$ cat src/rtl/apb_pkg.sv
// Shared APB definitions: FSM state encodings and default bus widths.
// The completer uses the same state encodings.
package apb_pkg;

    localparam int unsigned AddrWDefault = 32;
    localparam int unsigned DataWDefault = 32;

    typedef enum logic [1:0] {
        StIdle   = 2'b00,
        StSetup  = 2'b01,
        StAccess = 2'b10
    } apb_state_e;

endpackage

$ cat src/rtl/apb_if.sv
// APB bus between one requester (master) and one completer (slave).
interface apb_if
    import apb_pkg::*;
#(
    parameter int unsigned ADDR_W = AddrWDefault,
    parameter int unsigned DATA_W = DataWDefault
);
    logic [ADDR_W-1:0] paddr;
    logic              psel;
    logic              penable;
    logic              pwrite;
    logic [DATA_W-1:0] pwdata;
    logic              pready;
    logic [DATA_W-1:0] prdata;
    logic              pslverr;

    modport master (
        output paddr, psel, penable, pwrite, pwdata,
        input  pready, prdata, pslverr
    );

    modport slave (
        input  paddr, psel, penable, pwrite, pwdata,
        output pready, prdata, pslverr
    );
endinterface

$ cat src/rtl/apb_wait_timer.sv
// ACCESS-phase wait counter. expired_o flags the last allowed wait cycle;
// with TIMEOUT=0 it never fires.
module apb_wait_timer #(
    parameter int unsigned TIMEOUT = 16
) (
    input  logic clk_i,
    input  logic rst_ni,
    input  logic clear_i,
    input  logic enable_i,
    output logic expired_o
);
    localparam int unsigned     CntW    = (TIMEOUT == 0) ? 1 : $clog2(TIMEOUT + 1);
    localparam logic [CntW-1:0] LastCnt = CntW'((TIMEOUT == 0) ? 0 : TIMEOUT - 1);

    logic [CntW-1:0] cnt_d, cnt_q;

    always_comb begin
        cnt_d = cnt_q;
        if (clear_i) begin
            cnt_d = '0;
        end else if (enable_i && (cnt_q != '1)) begin
            cnt_d = cnt_q + 1'b1;
        end
    end

    always_ff @(posedge clk_i or negedge rst_ni) begin
        if (!rst_ni) begin
            cnt_q <= '0;
        end else begin
            cnt_q <= cnt_d;
        end
    end

    assign expired_o = (TIMEOUT != 0) && (cnt_q == LastCnt);
endmodule

$ cat src/rtl/apb_requester.sv
// APB requester: turns single valid/ready commands into IDLE/SETUP/ACCESS
// transfers and reports each completion as a one-cycle response pulse.
module apb_requester
    import apb_pkg::*;
#(
    parameter int unsigned ADDR_W  = AddrWDefault,
    parameter int unsigned DATA_W  = DataWDefault,
    parameter int unsigned TIMEOUT = 16
) (
    input  logic              pclk,
    input  logic              presetn,
    input  logic              cmd_valid,
    output logic              cmd_ready,
    input  logic [ADDR_W-1:0] cmd_addr,
    input  logic              cmd_write,
    input  logic [DATA_W-1:0] cmd_wdata,
    output logic              rsp_valid,
    output logic [DATA_W-1:0] rsp_rdata,
    output logic              rsp_err,
    output logic              rsp_timeout,
    apb_if.master             apb
);
    apb_state_e        state_d, state_q;
    logic [ADDR_W-1:0] paddr_d, paddr_q;
    logic [DATA_W-1:0] pwdata_d, pwdata_q;
    logic              pwrite_d, pwrite_q;
    logic              psel_d, psel_q;
    logic              penable_d, penable_q;
    logic              rsp_valid_d, rsp_valid_q;
    logic [DATA_W-1:0] rsp_rdata_d, rsp_rdata_q;
    logic              rsp_err_d, rsp_err_q;
    logic              rsp_timeout_d, rsp_timeout_q;

    logic timer_clear, timer_en, timer_expired;

    assign timer_clear = (state_q == StSetup);
    assign timer_en    = (state_q == StAccess) && !apb.pready;

    apb_wait_timer #(
        .TIMEOUT (TIMEOUT)
    ) u_wait_timer (
        .clk_i     (pclk),
        .rst_ni    (presetn),
        .clear_i   (timer_clear),
        .enable_i  (timer_en),
        .expired_o (timer_expired)
    );

    always_comb begin
        state_d       = state_q;
        paddr_d       = paddr_q;
        pwdata_d      = pwdata_q;
        pwrite_d      = pwrite_q;
        psel_d        = psel_q;
        penable_d     = penable_q;
        rsp_valid_d   = 1'b0;
        rsp_rdata_d   = rsp_rdata_q;
        rsp_err_d     = rsp_err_q;
        rsp_timeout_d = rsp_timeout_q;

        unique case (state_q)
            StIdle: begin
                if (cmd_valid) begin
                    paddr_d   = cmd_addr;
                    pwrite_d  = cmd_write;
                    pwdata_d  = cmd_wdata;
                    psel_d    = 1'b1;
                    penable_d = 1'b0;
                    state_d   = StSetup;
                end
            end
            StSetup: begin
                penable_d = 1'b1;
                state_d   = StAccess;
            end
            StAccess: begin
                if (apb.pready) begin
                    psel_d        = 1'b0;
                    penable_d     = 1'b0;
                    rsp_valid_d   = 1'b1;
                    rsp_rdata_d   = pwrite_q ? '0 : apb.prdata;
                    rsp_err_d     = apb.pslverr;
                    rsp_timeout_d = 1'b0;
                    state_d       = StIdle;
                end else if (timer_expired) begin
                    psel_d        = 1'b0;
                    penable_d     = 1'b0;
                    rsp_valid_d   = 1'b1;
                    rsp_rdata_d   = '0;
                    rsp_err_d     = 1'b1;
                    rsp_timeout_d = 1'b1;
                    state_d       = StIdle;
                end
            end
            default: begin
                psel_d    = 1'b0;
                penable_d = 1'b0;
                state_d   = StIdle;
            end
        endcase
    end

    always_ff @(posedge pclk or negedge presetn) begin
        if (!presetn) begin
            state_q       <= StIdle;
            paddr_q       <= '0;
            pwdata_q      <= '0;
            pwrite_q      <= 1'b0;
            psel_q        <= 1'b0;
            penable_q     <= 1'b0;
            rsp_valid_q   <= 1'b0;
            rsp_rdata_q   <= '0;
            rsp_err_q     <= 1'b0;
            rsp_timeout_q <= 1'b0;
        end else begin
            state_q       <= state_d;
            paddr_q       <= paddr_d;
            pwdata_q      <= pwdata_d;
            pwrite_q      <= pwrite_d;
            psel_q        <= psel_d;
            penable_q     <= penable_d;
            rsp_valid_q   <= rsp_valid_d;
            rsp_rdata_q   <= rsp_rdata_d;
            rsp_err_q     <= rsp_err_d;
            rsp_timeout_q <= rsp_timeout_d;
        end
    end

    // cmd_ready is the only output decoded straight from state.
    assign cmd_ready   = (state_q == StIdle);
    assign rsp_valid   = rsp_valid_q;
    assign rsp_rdata   = rsp_rdata_q;
    assign rsp_err     = rsp_err_q;
    assign rsp_timeout = rsp_timeout_q;
    assign apb.paddr   = paddr_q;
    assign apb.psel    = psel_q;
    assign apb.penable = penable_q;
    assign apb.pwrite  = pwrite_q;
    assign apb.pwdata  = pwdata_q;
endmodule

$ cat src/flat_wrapper.sv
// flat-port wrapper written by rule: the top's interface ports become plain ports
module apb_requester_flat import apb_pkg::*;
#(
    parameter int unsigned ADDR_W  = AddrWDefault,
    parameter int unsigned DATA_W  = DataWDefault,
    parameter int unsigned TIMEOUT = 16
)
  (pclk, presetn, cmd_valid, cmd_ready, cmd_addr, cmd_write, cmd_wdata, rsp_valid, rsp_rdata, rsp_err, rsp_timeout, apb_paddr, apb_psel, apb_penable, apb_pwrite, apb_pwdata, apb_pready, apb_prdata, apb_pslverr);
  apb_if #(.ADDR_W(ADDR_W), .DATA_W(DATA_W)) apb_i ();
  input  logic pclk;
  input  logic presetn;
  input  logic cmd_valid;
  output logic cmd_ready;
  input  logic [ADDR_W-1:0] cmd_addr;
  input  logic cmd_write;
  input  logic [DATA_W-1:0] cmd_wdata;
  output logic rsp_valid;
  output logic [DATA_W-1:0] rsp_rdata;
  output logic rsp_err;
  output logic rsp_timeout;
  output wire logic [$bits(apb_i.paddr)-1:0] apb_paddr;
  output wire logic [$bits(apb_i.psel)-1:0] apb_psel;
  output wire logic [$bits(apb_i.penable)-1:0] apb_penable;
  output wire logic [$bits(apb_i.pwrite)-1:0] apb_pwrite;
  output wire logic [$bits(apb_i.pwdata)-1:0] apb_pwdata;
  input wire logic [$bits(apb_i.pready)-1:0] apb_pready;
  input wire logic [$bits(apb_i.prdata)-1:0] apb_prdata;
  input wire logic [$bits(apb_i.pslverr)-1:0] apb_pslverr;
  assign apb_paddr = apb_i.paddr;
  assign apb_psel = apb_i.psel;
  assign apb_penable = apb_i.penable;
  assign apb_pwrite = apb_i.pwrite;
  assign apb_pwdata = apb_i.pwdata;
  assign apb_i.pready = apb_pready;
  assign apb_i.prdata = apb_prdata;
  assign apb_i.pslverr = apb_pslverr;
  apb_requester #(.ADDR_W(ADDR_W), .DATA_W(DATA_W), .TIMEOUT(TIMEOUT)) u_core (.pclk(pclk), .presetn(presetn), .cmd_valid(cmd_valid), .cmd_ready(cmd_ready), .cmd_addr(cmd_addr), .cmd_write(cmd_write), .cmd_wdata(cmd_wdata), .rsp_valid(rsp_valid), .rsp_rdata(rsp_rdata), .rsp_err(rsp_err), .rsp_timeout(rsp_timeout), .apb(apb_i));
endmodule
$ cat config.mk
export PLATFORM = sky130hd
export DESIGN_NAME = apb_requester_flat
export DESIGN_NICKNAME = d
export VERILOG_FILES = /design/src/rtl/apb_pkg.sv /design/src/rtl/apb_if.sv /design/src/rtl/apb_wait_timer.sv /design/src/rtl/apb_requester.sv /design/src/flat_wrapper.sv
export SDC_FILE = /design/constraint.sdc
export NUM_CORES = 1
export LEC_CHECK = 0
export CORE_MARGIN = 4
export CORE_UTILIZATION = 40
export DETAILED_ROUTE_END_ITERATION = 10
export PLACE_DENSITY = 0.78
export SLEW_MARGIN = 20
export SYNTH_ARGS = -nofsm -noshare
export SYNTH_HDL_FRONTEND = slang
export SYNTH_HIERARCHICAL = 1
export SYNTH_SLANG_ARGS = --single-unit
$ cat constraint.sdc
create_clock -name pclk -period 2.3 [get_ports pclk]
set_clock_uncertainty 0.05 [all_clocks]
set_input_delay 0.69 -clock pclk [delete_from_list [all_inputs] [get_ports pclk]]
set_output_delay 0.69 -clock pclk [all_outputs]
set_load 0.03 [all_outputs]
==> impl_metrics.py <==
metrics = {
    "logic_synthesis": {
        "avgSynthCellArea_sq_um": 13.52,
        "ys_types": 32,
        "synth_edf_count": 0,
        "mappedNetlistNets": 433,
        "synthFlopType": "dfrtp_1",
        "yosysMostFrequentCell": "dfrtp_1",
        "ys_ff_latch": 108,
        "synth_top_area_share_pct": 60.93,
        "synth_cells": 328,
        "async_flop_share_pct": 100.0,
        "synthTopCellsByCount": "dfrtp_1, o21ai_0, mux2_4",
        "synth_area_leaders": "dfrtp_1, mux2_4, o21ai_0",
        "synth_top_cell_by_area": "dfrtp_1",
        "synth_warnings": 6,
        "syn-cell-area_sq_mm": 0.004436,
        "synth_seq_area_share_pct": 60.93,
    },
    "worst_setup_path": {
        "cp_num_buf_inv": 1,
        "cp_top_family": "buffers and inverters",
        "critPathArrivalTime_ps": 1450,
        "crit_fanout": 3,
        "worstPathCellList": "clkdlybuf4s50_1",
        "cp.required_ps": 1560,
        "path_class": "reg2out",
        "cpMaxStageDelayCell": "clkdlybuf4s50_1",
        "critPathLaunchType": "flop",
        "crit_path_end_kind": "output pin",
        "max_stage_delay_ps": 680,
    },
    "drt": {
        "first_pass_iters": 4,
        "ant_nets": 0,
        "vias": 3308,
        "wl_per_cell_um": 16.72,
        "drt-vias-per-instance": 4.836,
        "drc": 0,
        "drt-initial-drc-count": 169,
        "wl_um": 11440,
    },
    "cells_and_area": {
        "final_area_sq_mm": 0.006918,
        "antennaDiodeCount": 0,
        "nFillCells": 862,
        "drive_gt1_share_pct": 18.93,
        "area_growth_syn_to_layout_pct": 55.97,
        "nets": 644,
    },
    "clock_network": {
        "cts_buffers": 9,
        "cts_sinks": 108,
        "cts_setup_buffers": 0,
        "clk_latency_ps": 370,
        "cts_buffer_depth": 2,
        "cts_tree": "built",
        "clk_pin_slew_ps": 110,
        "root_buffer": "clkbuf_8",
        "htree_num_levels": 3,
    },
    "placed_design": {
        "dp_hpwl_um": 8428,
        "io_buffer_count": 204,
        "place.gp.congestion": 0.7974,
        "place_area_sq_mm": 0.006695,
    },
    "sta": {
        "hold_ws_ps": 231.1,
        "setup_viol": 0,
        "slew_violations": 0,
        "tightest_slew_ps": 533.5,
        "fin_crit_sh_pct": 95.21,
        "tns_ps": 0,
        "fmax_mhz": 456.7,
        "relSlewSlack_pct": 64.44,
        "rsz0062_at_grt": "no",
        "hold_viol": 0,
        "period_minus_slack_ps": 2190,
    },
    "floorplan": {
        "die_x_um": 113.3,
        "initial_core_util_pct": 40.92,
        "die_h_um": 113.3,
        "ios": 205,
        "dieArea_sq_mm": 0.01284,
        "rows": 38,
        "core_area_sq_mm": 0.01084,
    },
    "power": {
        "power.density_mw_per_mm2": 1514,
        "irDropWorstVdd_v": 0.0007666,
        "leakage_nw": 2.976,
    },
    "grt": {
        "first_global_vias": 3463,
        "grt_overflow_total": 0,
        "antenna_found_initial": 0,
        "grt_use_total_pct": 17.56,
        "grt_max_degree": 44,
        "grt_pass1_wl_um": 17920,
    },
    "job": {
        "drv_cap": 0,
    },
    "hold_path": {
        "hold_class": "in2async",
    },
    "outcome": {
        "status": "finished clean",
    },
}
## registers in the layout, indices dropped and copies added, names as in the netlist, 2 cells and up
name                       cells
u_core/apb.paddr              32
u_core/apb.pwdata             32
u_core/rsp_rdata              32
u_core/u_wait_timer/cnt_q      5
u_core/state_q                 2
## layer usage
| metal | vias to the layer above | wire length [um] | track usage [%] |
|---|---|---|---|
| met1 | 1599 | 4742 | 22.68 |
| met5 | - | 0 | 0 |
| li1 | 1549 | - | - |
| met3 | 18 | 1056 | 5.561 |
| met4 | 0 | 250 | 7.051 |
| met2 | 142 | 5386 | 27.57 |
## cell usage in the layout, fill, tap and decap left out, types with 2 or more instances in the layout
cell and n:
buf_12 6, inv_1 4, bufinv_16 2, clkdlybuf4s50_1 201
inv_6 3, ha_1 3, dfrtp_1 108, nor2_2 2
nand2_1 32, o21ai_1 2, clkbuf_8 9, mux2_4 39
a21oi_1 4, buf_4 11, o21ai_0 63, nor2_1 7
mux2_2 26, and2b_1 2
## kinds of logic (layout without fill, tap and decap cells)
family                   count (synthesis)  count (layout)  synth area share [%]
AO/OA/AOI/OAI                           72              72                 8.322
buffers and inverters                   24             240                 3.836
multiplexers                            67              67                 20.28
XOR/XNOR                                 2               2                0.3950
flip-flops                             108             108                 60.93
adder cells (fa/ha/maj)                  3               3                0.8464
AND/OR/NAND/NOR                         52              52                 5.388
## report_power, final
part           internal (W)  switching [W]
clock              0.000626       0.000662
combinational       0.00275        0.00308
sequential          0.00282       0.000531
## layout make-up
cell class | instances | area [sq um] | share of cell area, %
Sequential cell | 108 | 2703 | 39.07
Timing Repair Buffer | 220 | 2236 | 32.32
Multi-Input combinational cell | 196 | 1568 | 22.66
Tap cell | 140 | 175.2 | 2.532
Clock buffer | 10 | 127.6 | 1.845
Clock inverter | 6 | 93.84 | 1.356
Inverter | 4 | 15.01 | 0.2170
## metrics by stage
step | util (%) | std cells | power (W) | setup WS [ps]
after global routing | 63.82 | 684 | 0.01101 | 16.82
after global placement | 61.76 | 668 | 0.009141 | 148.8
after floorplan | - | 328 | 0.006754 | 434.1
after detailed placement | 61.76 | 668 | 0.009270 | 126.9
after CTS | 63.79 | 684 | 0.01059 | 23.65
final | 63.82 | 684 | 0.01047 | 110.2
## worst paths after layout
path / startpoint / endpoint / slack [ps] / depth (start not counted)
min: presetn / u_core/apb.pwdata[10]$_DFFE_PN0P_ / 230 / 1
max in group asynchronous: presetn / u_core/apb.pwdata[18]$_DFFE_PN0P_ / 1340 / 2
min in group pclk: u_core/apb.paddr[8]$_DFFE_PN0P_ / u_core/apb.paddr[8]$_DFFE_PN0P_ / 460 / 1
max: u_core/apb.pwrite$_DFFE_PN0P_ / apb_pwrite / 110 / 1
min reg2reg: u_core/apb.paddr[8]$_DFFE_PN0P_ / u_core/apb.paddr[8]$_DFFE_PN0P_ / 460 / 1
max reg2reg: u_core/u_wait_timer/cnt_q[0]$_DFFE_PN0P_ / u_core/rsp_rdata[23]$_DFFE_PN0P_ / 370 / 7
## what timing repair did
item,CTS,global route
endpoints found under the setup margin,1,1
hold buffers,0,0
resized for setup,1,1
pin swaps,0,0
No activity file was read; power rests on OpenSTA's default activity.
